**src/rtl/rr_bus_mux.sv**
```systemverilog
// rr_bus_mux: NUM_CH-to-1 valid/ready mux, round-robin or fixed-priority, registered output.
// Optional RR_BUS_MUX_XFER_CNT_EN adds a 16-bit output handshake counter (xfer_cnt).
module rr_bus_mux #(
  parameter int NUM_CH    = 4,
  parameter int WIDTH     = 8,
  parameter int PRIO_MODE = 0,
  localparam int CH_W     = $clog2(NUM_CH)
) (
  input  logic                    clk,
  input  logic                    rst_n,
  input  logic [NUM_CH-1:0]       in_valid,
  input  logic [NUM_CH*WIDTH-1:0] in_data,
  output logic [NUM_CH-1:0]       in_ready,
  output logic                    out_valid,
  output logic [WIDTH-1:0]        out_data,
  output logic [CH_W-1:0]         out_ch,
`ifdef RR_BUS_MUX_XFER_CNT_EN
  output logic [15:0]             xfer_cnt,
`endif
  input  logic                    out_ready
);

  logic [CH_W-1:0]     ptr;
  logic [CH_W-1:0]     base;
  logic [CH_W-1:0]     gidx;
  logic [CH_W-1:0]     nxt_ptr;
  logic [CH_W:0]       sum;
  logic [2*NUM_CH-1:0] rot;
  logic [NUM_CH-1:0]   grant;
  logic [WIDTH-1:0]    gdata;
  logic                any;
  logic                load;
  logic                xfer;

  assign base = (PRIO_MODE != 0) ? '0 : ptr;

  // Rotate so the search always starts at bit 0, then map back to a channel.
  always_comb begin
    rot  = {in_valid, in_valid} >> base;
    any  = 1'b0;
    sum  = '0;
    gidx = '0;
    for (int k = 0; k < NUM_CH; k++) begin
      if (!any && rot[k]) begin
        any = 1'b1;
        sum = {1'b0, base} + (CH_W+1)'(k);
      end
    end
    if (sum >= (CH_W+1)'(NUM_CH))
      sum = sum - (CH_W+1)'(NUM_CH);
    gidx = sum[CH_W-1:0];
  end

  always_comb begin
    grant = '0;
    gdata = '0;
    for (int i = 0; i < NUM_CH; i++) begin
      if (any && gidx == CH_W'(i)) begin
        grant[i] = 1'b1;
        gdata    = in_data[i*WIDTH +: WIDTH];
      end
    end
  end

  assign load     = !out_valid | out_ready;
  assign in_ready = grant & {NUM_CH{load}};
  assign xfer     = any & load;
  assign nxt_ptr  = (gidx == CH_W'(NUM_CH-1)) ? '0
                  : gidx + CH_W'(1);

  always_ff @(posedge clk or negedge rst_n) begin
    if (!rst_n) begin
      out_valid <= 1'b0;
      out_data  <= '0;
      out_ch    <= '0;
      ptr       <= '0;
    end else if (xfer) begin
      out_valid <= 1'b1;
      out_data  <= gdata;
      out_ch    <= gidx;
      ptr       <= nxt_ptr;
    end else if (out_ready) begin
      out_valid <= 1'b0;
    end
  end

`ifdef RR_BUS_MUX_XFER_CNT_EN
  always_ff @(posedge clk or negedge rst_n) begin
    if (!rst_n)
      xfer_cnt <= '0;
    else if (out_valid && out_ready)
      xfer_cnt <= xfer_cnt + 16'd1;
  end
`endif

endmodule

```
**config.mk**
```make
export PLATFORM = sky130hd
export DESIGN_NAME = rr_bus_mux
export DESIGN_NICKNAME = d
export VERILOG_FILES = /design/src/rtl/rr_bus_mux.sv
export SDC_FILE = /design/constraint.sdc
export NUM_CORES = 1
export LEC_CHECK = 0
export CAP_MARGIN = 5
export CORE_ASPECT_RATIO = 0.6
export CORE_MARGIN = 5
export CORE_UTILIZATION = 34
export DETAILED_ROUTE_END_ITERATION = 10
export MAX_ROUTING_LAYER = met4
export PLACE_DENSITY_LB_ADDON = 0.3
export SYNTH_ARGS = -nofsm -noshare
export SYNTH_HDL_FRONTEND = slang
export SYNTH_SLANG_ARGS = --single-unit
export TNS_END_PERCENT = 50
```
**constraint.sdc**
```tcl
create_clock -name clk -period 2.3 [get_ports clk]
set_input_delay 0.46 -clock clk [delete_from_list [all_inputs] [get_ports clk]]
set_output_delay 0.46 -clock clk [all_outputs]
set_load 0.05 [all_outputs]
```
Word-level counts from Yosys, hierarchy flattened
Cells that the tools add are included.
- input bits: 39
- register bits after elaboration: 13
- word-level logic and storage cells: 50
- bitwise operators: 3
- multiplexer cells: 20
- reduce and logical (&&, ||, !) cells: 13
- eq/ne operators: 3
- magnitude comparators: 1
- shifts and indexed selects: 1
- add/subtract/negate cells: 5
- operators with widths (kind ; count):
    $mux W8 ; 4
    $mux W1 ; 10
    $mux W3 ; 3
    $shr A8 B2 Y4 ; 1
    $logic_and A1 B1 Y1 ; 7
    $add A2 B2 Y3 const B ; 2
    $mux W2 ; 3
    $and A4 B4 Y4 ; 1
    $eq A2 B2 Y1 const B ; 2
    $logic_not A1 Y1 ; 4
    $add A2 B1 Y3 const B ; 1
    $ge A3 B3 Y1 const B ; 1
    $add A2 B1 Y2 const B ; 1
    $eq A2 B1 Y1 const B ; 1
    $logic_not A2 Y1 ; 1
    $reduce_bool A2 Y1 ; 1
    $sub A2 B1 Y2 const B ; 1
    $and A1 B1 Y1 ; 1
    $or A1 B1 Y1 ; 1

Logic depth before layout (Yosys ltp)
Gate-level depths: netlist of run 1.
- word-level depth: 19
- gate-level depth with buffers: 9

Worst setup path after synthesis of run 1
OpenSTA, ideal clock, no wires.
- path type: register to output
- start point: reg ptr[1] (netlist: base[1])
- end point: out in_ready[3]
- setup slack: -0.377 ns
- arrival time: 2.217 ns
- cell stages (with the launch flop): 8
- buffers on the path: 2
- cells stage by stage: dfrtp_1 -> nor2b_1 -> o21ai_0 -> and3_1 -> ha_1 -> clkbuf_1 -> clkbuf_1 -> and3_1
- longest elaborated chain between the ends: 17
- RTL lines (item ; RTL line ; RTL):
    start, declared ; 23 ; logic [CH_W-1:0] ptr;
    start signal, assigned ; 81 ; ptr <= nxt_ptr;
    $shr A8 B2 Y4 ; 39 ; rot = {in_valid, in_valid} >> base;
    $mux W1 ; 44 ; if (!any && rot[k]) begin
    $logic_not A1 Y1 ; 44 ;
    $logic_and A1 B1 Y1 ; 44 ;
    $mux W1 ; 44 ;
    $logic_not A1 Y1 ; 44 ;
    $logic_and A1 B1 Y1 ; 44 ;
    $mux W1 ; 44 ;
    [... 2 more ...] ; n/a ;
    $mux W3 (*) ; 44 ;
    $ge A3 B3 Y1 / $sub A2 B1 Y2 (equally long branches) ; 49, 50 ;
    $mux W2 (*) ; 49 ; if (sum >= (CH_W+1)'(NUM_CH))
    net sum[0] ; 27 ; logic [CH_W:0] sum;
    $eq A2 B2 Y1 (*) ; 58 ; if (any && gidx == CH_W'(i)) begin
    $logic_and A1 B1 Y1 (*) ; 58 ;
    $mux W1 (*) ; 58 ;
    $and A4 B4 Y4 (*) ; 66 ; assign in_ready = grant & {NUM_CH{load}};
    end, declared ; 13 ; output logic [NUM_CH-1:0] in_ready,
Mark *: on every way through the listed nets, which the timed path passes. The rest lies on a longest branch.

Worst setup path after layout of run 1
- start point: reg ptr[1] (netlist: base[1])
- end point: out in_ready[1]
- longest elaborated chain between the ends: 17
- RTL lines (item ; RTL line):
    $shr A8 B2 Y4 ; 39
    $mux W1 ; 44
    $logic_not A1 Y1 ; 44
    $logic_and A1 B1 Y1 ; 44
    $mux W1 ; 44
    $logic_not A1 Y1 ; 44
    $logic_and A1 B1 Y1 ; 44
    $mux W1 ; 44
    [... 2 more ...] ; n/a
    $mux W3 (*) ; 44
    $ge A3 B3 Y1 / $sub A2 B1 Y2 (equally long branches) ; 49, 50
    $mux W2 (*) ; 49
    net sum[0] ; 27
    $eq A2 B1 Y1 (*) ; 58
    $logic_and A1 B1 Y1 (*) ; 58
    $mux W1 (*) ; 58
    $and A4 B4 Y4 (*) ; 66
Marked as above.

==> qor.txt, run 1 <==
======================================================================================================
Reg2reg start                                                                                  base[1]
Width of the die                                                                               79.2 um
Final Max Tran Viols                                                                                 0
Mean cell area of the mapped netlist                                                        8.42 sq um
Category of the worst setup path capture point                                            primary output
Final critical-path required period                                                            2300 ps
Crit path launch type                                                                        flip-flop
Placed wire-length estimate                                                                    2.79 mm
Maximum net fanout on the critical path                                                              5
Number of hold buffers added after cts                                                               0
Worst hold start                                                                           out_data[4]
Final cycle utilization of the critical path                                                      100%
Total number of yosys warnings                                                                       0
Number of global-route vias before repair                                                         1215
Post-route DRC                                                                                       0
Core Box Area                                                                               2820 sq um
CP required                                                                                    1840 ps
Status                                                                                    complete, but fails checks
Number of optimization iterations in the first detailed-route pass                                   4
Number of instances in the synthesized netlist                                                     116
Number of cells on the worst hold path                                                               2
Worst min-delay path class                                                                     reg2reg
Fraction of post-synthesis cell area in the top cell type by area                                33.3%
Design Power                                                                                   1.85 mW
Combinational family with the most area after synthesis                                   compound AO/OA/AOI/OAI gates
Clock insertion delay at the later pin of the skew report                                       250 ps
XOR/XNOR share of the synthesized area                                                              0%
All-layer global routing usage                                                                   19.6%
Compound-cell area share of the yosys netlist                                                    30.2%
Initial Util                                                                                     34.7%
Violations in the final reports                                                           setup timing
Global-route wire length before repair                                                         6.04 mm
Worst relative slew slack                                                                        55.3%
Die Area                                                                                    4080 sq um
Number of hold violations in the final report                                                        0
CTS tree                                                                                           yes
RSZ-0062 raised after global routing                                                               yes
Mux contribution to synthesized area                                                                0%
Number of I/O pins                                                                                  54
Height of the die                                                                              51.5 um
Main area contributors after synthesis                                                    sky130_fd_sc_hd__dfrtp_1, sky130_fd_sc_hd__a21oi_1, sky130_fd_sc_hd__a221o_1
Placement Setup Slack                                                                          -359 ps
Most frequent cells in the layout                                                         sky130_fd_sc_hd__clkdlybuf4s50_1, sky130_fd_sc_hd__buf_4, sky130_fd_sc_hd__a21oi_1, sky130_fd_sc_hd__dfrtp_1
Net count after synthesis                                                                          159
Endpoint of the worst register-to-register path                                            out_data[3]
Number of distinct library cells after synthesis                                                    25
Power density cells                                                                       1010 nW/um^2
Clock tree root driver cell                                                               sky130_fd_sc_hd__clkbuf_8
Number of port buffers                                                                              53
R2R setup slack                                                                                  10 ps
Antenna-violating nets left                                                                          0
Area grow syn2layout                                                                             87.3%
Post-synthesis share of cell area spent on and, or, nand and nor gates                           22.0%
Maximum operating frequency                                                                    434 MHz
Hold EP                                                                                    out_data[4]
Slew at the pin closest to its max-slew limit                                                   668 ps
Pin count of the biggest net entering global routing                                                17
Worst Clk Skew                                                                                 5.78 ps
Beginning of the critical path                                                                 base[1]
Largest voltage drop on the vdd net                                                         0.000354 V
Placer's final routability congestion estimate                                                   0.882
Flip-flop and latch count after synthesis                                                           13
Number of CTS-inserted buffers                                                                       3
Total of endpoints with negative setup slack in the final report                                     2
Post-synthesis share of cell area spent on full adders, half adders and majority gates           5.12%
Detailed-route wire length                                                                     3.82 mm
Vias                                                                                              1191
Cell accounting for the most synthesized area                                             sky130_fd_sc_hd__dfrtp_1
Area of the mapped netlist                                                                   977 sq um
Final worst-path setup slack                                                                  -3.35 ps
Floorplan row count                                                                                 15
TritonCTS Sinks                                                                                     13
Max-cap check violation count                                                                        0
Ratio of cells with drive above 1 in the final layout                                            25.0%
Wirelength per Cell                                                                            17.5 um
Path type of the worst setup path                                                              reg2out
Iteration-0 DRC count of the detailed router                                                        63
Portion of the post-synthesis area used by sequential elements                                   33.3%
Worst R2R Path Depth                                                                                 9
Static Leakage                                                                                0.764 nW
Most common cell after layout, fill and taps aside                                        sky130_fd_sc_hd__clkdlybuf4s50_1
Fin nets                                                                                           228
Maximum number of buffers from clock root to sink                                                    2
Sum of overflow across all layers after global routing                                               0
H-tree depth                                                                                         1
Antenna diodes                                                                                       0
Signal arrival time at the worst endpoint                                                      1840 ps
Antenna violations before repair                                                                     0
Clock transition at the register clock pins on the worst setup and hold paths after CTS          60 ps
Vias/cell                                                                                         5.46
======================================================================================================
==> power breakdown <==
| part | internal, mW | total [mW] | leakage (nW) | switching [mW] |
|---|---|---|---|---|
| clock network | 0.123 | 0.217 | 0.0228 | 0.0942 |
| logic | 0.564 | 1.26 | 0.593 | 0.697 |
| registers | 0.315 | 0.377 | 0.149 | 0.0622 |
| total | 1.00 | 1.85 | 0.764 | 0.853 |
==> cell families after synthesis <==
family | after synthesis
AOI/OAI and AO/OA | 43
adders and majority gates | 4
buffers and inverters | 20
DFF | 13
and+or+nand+nor | 36
==> final cells by class <==
class | count | area [sq um]
clock buffer | 4 | 45.0
multi-input combinational | 83 | 637
inverter | 9 | 33.8
fill | 233 | 985
tap | 34 | 42.5
sequential | 13 | 327
timing repair buffer | 75 | 746
==> state kept, by name, indices dropped and copies added, names as in the netlist <==
signal	flops
out_ch	2
out_valid	1
out_data	8
base	2
==> worst max-delay path by stage <==
stage | end | slack [ps] | depth (start not counted)
final | in_ready[1] | -3 | 6
after global routing | in_ready[2] | -50 | 7
after CTS | in_ready[0] | 10 | 5
after detailed placement | out_data[3] | -360 | 9
after global placement | out_data[3] | -280 | 9
after floorplan | in_ready[3] | -30 | 7
==> routing by layer <==
metal  track usage [%]  wire length, um  vias to the layer above
met4              5.14               12                        0
met5                 -                0                        -
met2              32.8             1860                       58
met1              24.4             1640                      570
li1                  -                -                      561
met3              4.33              305                        2
==> per-stage QoR <==
step	TNS [ps]	cells	cell area, sq um	util [%]	hold slack, ps
after floorplan	-27.9	116	991	-	164
after CTS	0	218	1820	64.7	549
after detailed placement	-3570	211	1700	60.4	537
after global placement	-2750	211	1700	60.4	525
final	-4.35	218	1830	65.0	545
after global routing	-195	218	1830	65.0	580
==> worst max-delay path: stages (launching register included) <==
cell and delay [ps]:
sky130_fd_sc_hd__dfrtp_1 440, sky130_fd_sc_hd__nor2b_1 190, sky130_fd_sc_hd__o21ai_2 190, sky130_fd_sc_hd__and3_4 240, sky130_fd_sc_hd__ha_2 200, sky130_fd_sc_hd__and3_4 190
sky130_fd_sc_hd__buf_12 130
==> synthesized netlist by cell type, drive strengths merged <==
library cell,number
nor2,2
nor2b,1
nand2b,3
dfrtp,13
a221o,8
a31oi,9
and3,6
nand2,9
a21boi,2
or4,1
inv,9
clkbuf,7
and2,1
a21oi,18
nand3b,9
ha,4
o21ai,2
and3b,1
a21o,1
nand3,3
a41o,2
a41oi,1
buf,4
==> what timing repair did <==
item                       CTS  global route
setup buffers                3             0
pin swaps                    6             5
setup endpoints to repair   12             6
gates resized for setup     16             4
cloned                       0             0
hold endpoints to repair     0             0
Note: power is estimated with default switching activity, not from simulation.
==> inputs of run 2 (changes only) <==
CELL_PAD_IN_SITES_DETAIL_PLACEMENT = 1   (was not set)
CELL_PAD_IN_SITES_GLOBAL_PLACEMENT = 1   (was not set)
CORE_UTILIZATION = 24   (was 34)
==> qor.txt, run 2 (same netlist as run 1, synthesis figures left out) <==
======================================================================================================
Antenna violations before repair                                                                     0   unchanged
Vias                                                                                              1154   -3.1%
Total of endpoints with negative setup slack in the final report                                     4   +2
Final Max Tran Viols                                                                                 0   unchanged
Category of the worst setup path capture point                                            primary output
Placer's final routability congestion estimate                                                   0.826   -6.3%
Worst Clk Skew                                                                                 1.97 ps   -3.81 ps
Placed Instance Area                                                                        1710 sq um   +0.74%
Number of global-route vias before repair                                                         1234   +1.6%
Status                                                                                    complete, but fails checks
Path type of the worst setup path                                                               in2out
Number of hold buffers added after cts                                                               0   unchanged
RSZ-0062 raised after global routing                                                               yes
Cell at the slowest stage of the critical path                                            sky130_fd_sc_hd__dlygate4sd2_1
Max reg flops                                                                                        8   unchanged
Global-route wire length before repair                                                         6.51 mm   +7.8%
Worst min-delay path class                                                                     reg2reg
Filler Cells Inserted                                                                              468   +100%
Beginning of the critical path                                                             in_valid[1]
Area grow syn2layout                                                                             91.0%
Largest Register                                                                              out_data
Violations in the final reports                                                           setup timing
Worst R2R Path Depth                                                                                 8   -1
Pin count of the biggest net entering global routing                                                17   unchanged
Wirelength per Cell                                                                            18.7 um   +6.6%
Die Area                                                                                    5490 sq um   +35%
Signal arrival time at the worst endpoint                                                      1880 ps   +40 ps
Height of the die                                                                              59.4 um   +15%
Post-route DRC                                                                                       0   unchanged
Clock transition at the register clock pins on the worst setup and hold paths after CTS          60 ps   about the same
Static Leakage                                                                                0.764 nW   about the same
Ratio of cells with drive above 1 in the final layout                                            26.5%   +1.5 points
H-tree depth                                                                                         1   unchanged
All-layer global routing usage                                                                   16.0%   -3.7 points
Final critical-path required period                                                            2340 ps   +41.4 ps
Critical path destination                                                                  in_ready[3]
Stage delay of the slowest cell on the critical path                                            270 ps   -170 ps
Power density cells                                                                       1020 nW/um^2   +0.63%
Number of optimization iterations in the first detailed-route pass                                   4   unchanged
Clock tree root driver cell                                                               sky130_fd_sc_hd__clkbuf_8
CTS tree                                                                                           yes
Reg2reg start                                                                                  base[0]
Number of hold violations in the final report                                                        0   unchanged
CP required                                                                                    1840 ps   about the same
Iteration-0 DRC count of the detailed router                                                        24   -62%
Placed Cells incl. Taps                                                                            226   +7.1%
Antenna-violating nets left                                                                          0   unchanged
Number of I/O pins                                                                                  54   unchanged
Vias/cell                                                                                         5.00   -8.6%
Crit-path cells                                                                           dlygate4sd2_1 -> and3b_2 -> a31oi_4 -> and3_4 -> ha_4 -> and3_4 -> buf_12
Maximum number of buffers from clock root to sink                                                    2   unchanged
Largest voltage drop on the vdd net                                                         0.000233 V   -34%
Maximum net fanout on the critical path                                                              3   -2
Fin nets                                                                                           225   -1.3%
Most common cell type on the critical path                                                sky130_fd_sc_hd__and3_4
Number of CTS-inserted buffers                                                                       3   unchanged
Most frequent cells in the layout                                                         sky130_fd_sc_hd__clkdlybuf4s50_1, sky130_fd_sc_hd__a21oi_1, sky130_fd_sc_hd__buf_4, sky130_fd_sc_hd__dfrtp_1
Sum of overflow across all layers after global routing                                               0   unchanged
Final worst-path setup slack                                                                  -44.7 ps   -41.4 ps
Floorplan row count                                                                                 18   +3
Final cycle utilization of the critical path                                                      102%   +1.8 points
Antenna diodes                                                                                       0   unchanged
Crit path launch type                                                                        input pin
Slew at the pin closest to its max-slew limit                                                   599 ps   -69.1 ps
Clock insertion delay at the later pin of the skew report                                       240 ps   about the same
R2R setup slack                                                                                  40 ps   +30 ps
Width of the die                                                                               92.4 um   +17%
Placed wire-length estimate                                                                    3.41 mm   +22%
Worst relative slew slack                                                                        59.9%   +4.6 points
Detailed-route wire length                                                                     4.31 mm   +13%
Maximum operating frequency                                                                    426 MHz   -1.8%
Fin area                                                                                    1870 sq um   +2.0%
Number of port buffers                                                                              53   unchanged
Initial Util                                                                                     24.4%   -10 points
Most common cell after layout, fill and taps aside                                        sky130_fd_sc_hd__clkdlybuf4s50_1
Endpoint of the worst register-to-register path                                            out_data[2]
Max-cap check violation count                                                                        0   unchanged
Final standard cell count with taps included and fillers excluded                                  231   +6.0%
TritonCTS Sinks                                                                                     13   unchanged
Core Box Area                                                                               4010 sq um   +42%
======================================================================================================
-- run 2: cell count changes in the layout (fill, tap and decap cells not counted), sizes merged --
cell           delta
dlygate4sd2       +1
buf               -3
clkdlybuf4s15     -1
-- run 2: area by class of cell --
| cell class | instances | area, sq um | area share [%] |
|---|---|---|---|
| multi-input cells | 83 | 671 | 35.9 |
| well taps | 50 | 62.6 | 3.35 |
| flip-flops and latches | 13 | 328 | 17.6 |
| clock buffers | 4 | 45.0 | 2.41 |
| inverters | 9 | 33.8 | 1.81 |
| repair buffers | 72 | 727 | 38.9 |
-- run 2: power by group --
group / total, mW / switching, mW / internal, mW / leakage (nW)
Clock: 0.203 / 0.0810 / 0.122 / 0.0228
Combinational: 1.31 / 0.734 / 0.577 / 0.593
Sequential: 0.388 / 0.0715 / 0.317 / 0.148
Total: 1.90 / 0.887 / 1.02 / 0.764
-- run 2: critical path, delay by kind of cell --
family	cells	cell delay, ps
AOI/OAI and AO/OA	1	200
adders and majority gates	1	140
buffers and inverters	2	400
and+or+nand+nor	3	680
-- run 2: worst min path at each step --
stage / start / to / slack [ps] / cells past startpoint
2_1_floorplan: rst_n / base[0] / 160 / 0
3_3_place_gp: out_data[5] / out_data[5] / 530 / 2
3_5_place_dp: out_data[1] / out_data[1] / 550 / 2
4_1_cts: out_data[1] / out_data[1] / 570 / 2
5_1_grt: out_data[5] / out_data[5] / 600 / 2
6_report: out_data[1] / out_data[1] / 560 / 2
-- run 2: timing repair --
| item | CTS | global route |
|---|---|---|
| pin swaps | 3 | 2 |
| resized for setup | 24 | 4 |
| endpoints found under the setup margin | 12 | 4 |
| setup buffers | 1 | 0 |
-- run 2: layer usage --
| metal | GRT usage (%) | up-vias | wire [um] |
|---|---|---|---|
| met5 | - | - | 0 |
| met4 | 4.44 | 0 | 27 |
| met3 | 3.43 | 2 | 318 |
| met2 | 25.3 | 52 | 1980 |
| met1 | 20.8 | 542 | 1980 |
| li1 | - | 558 | - |
-- run 2: stage by stage --
step | hold slack [ps] | setup slack, ps | total power [mW] | TNS, ps | utilization, %
global placement | 535 | -361 | 1.54 | -3880 | 42.7
floorplan | 164 | -27.9 | 1.07 | -27.9 | -
detailed placement | 553 | -623 | 1.59 | -5300 | 42.7
CTS | 568 | 9.37 | 1.89 | 0 | 46.2
global route | 597 | -92.5 | 2.01 | -354 | 46.6
finish | 555 | -44.7 | 1.90 | -95.3 | 46.6
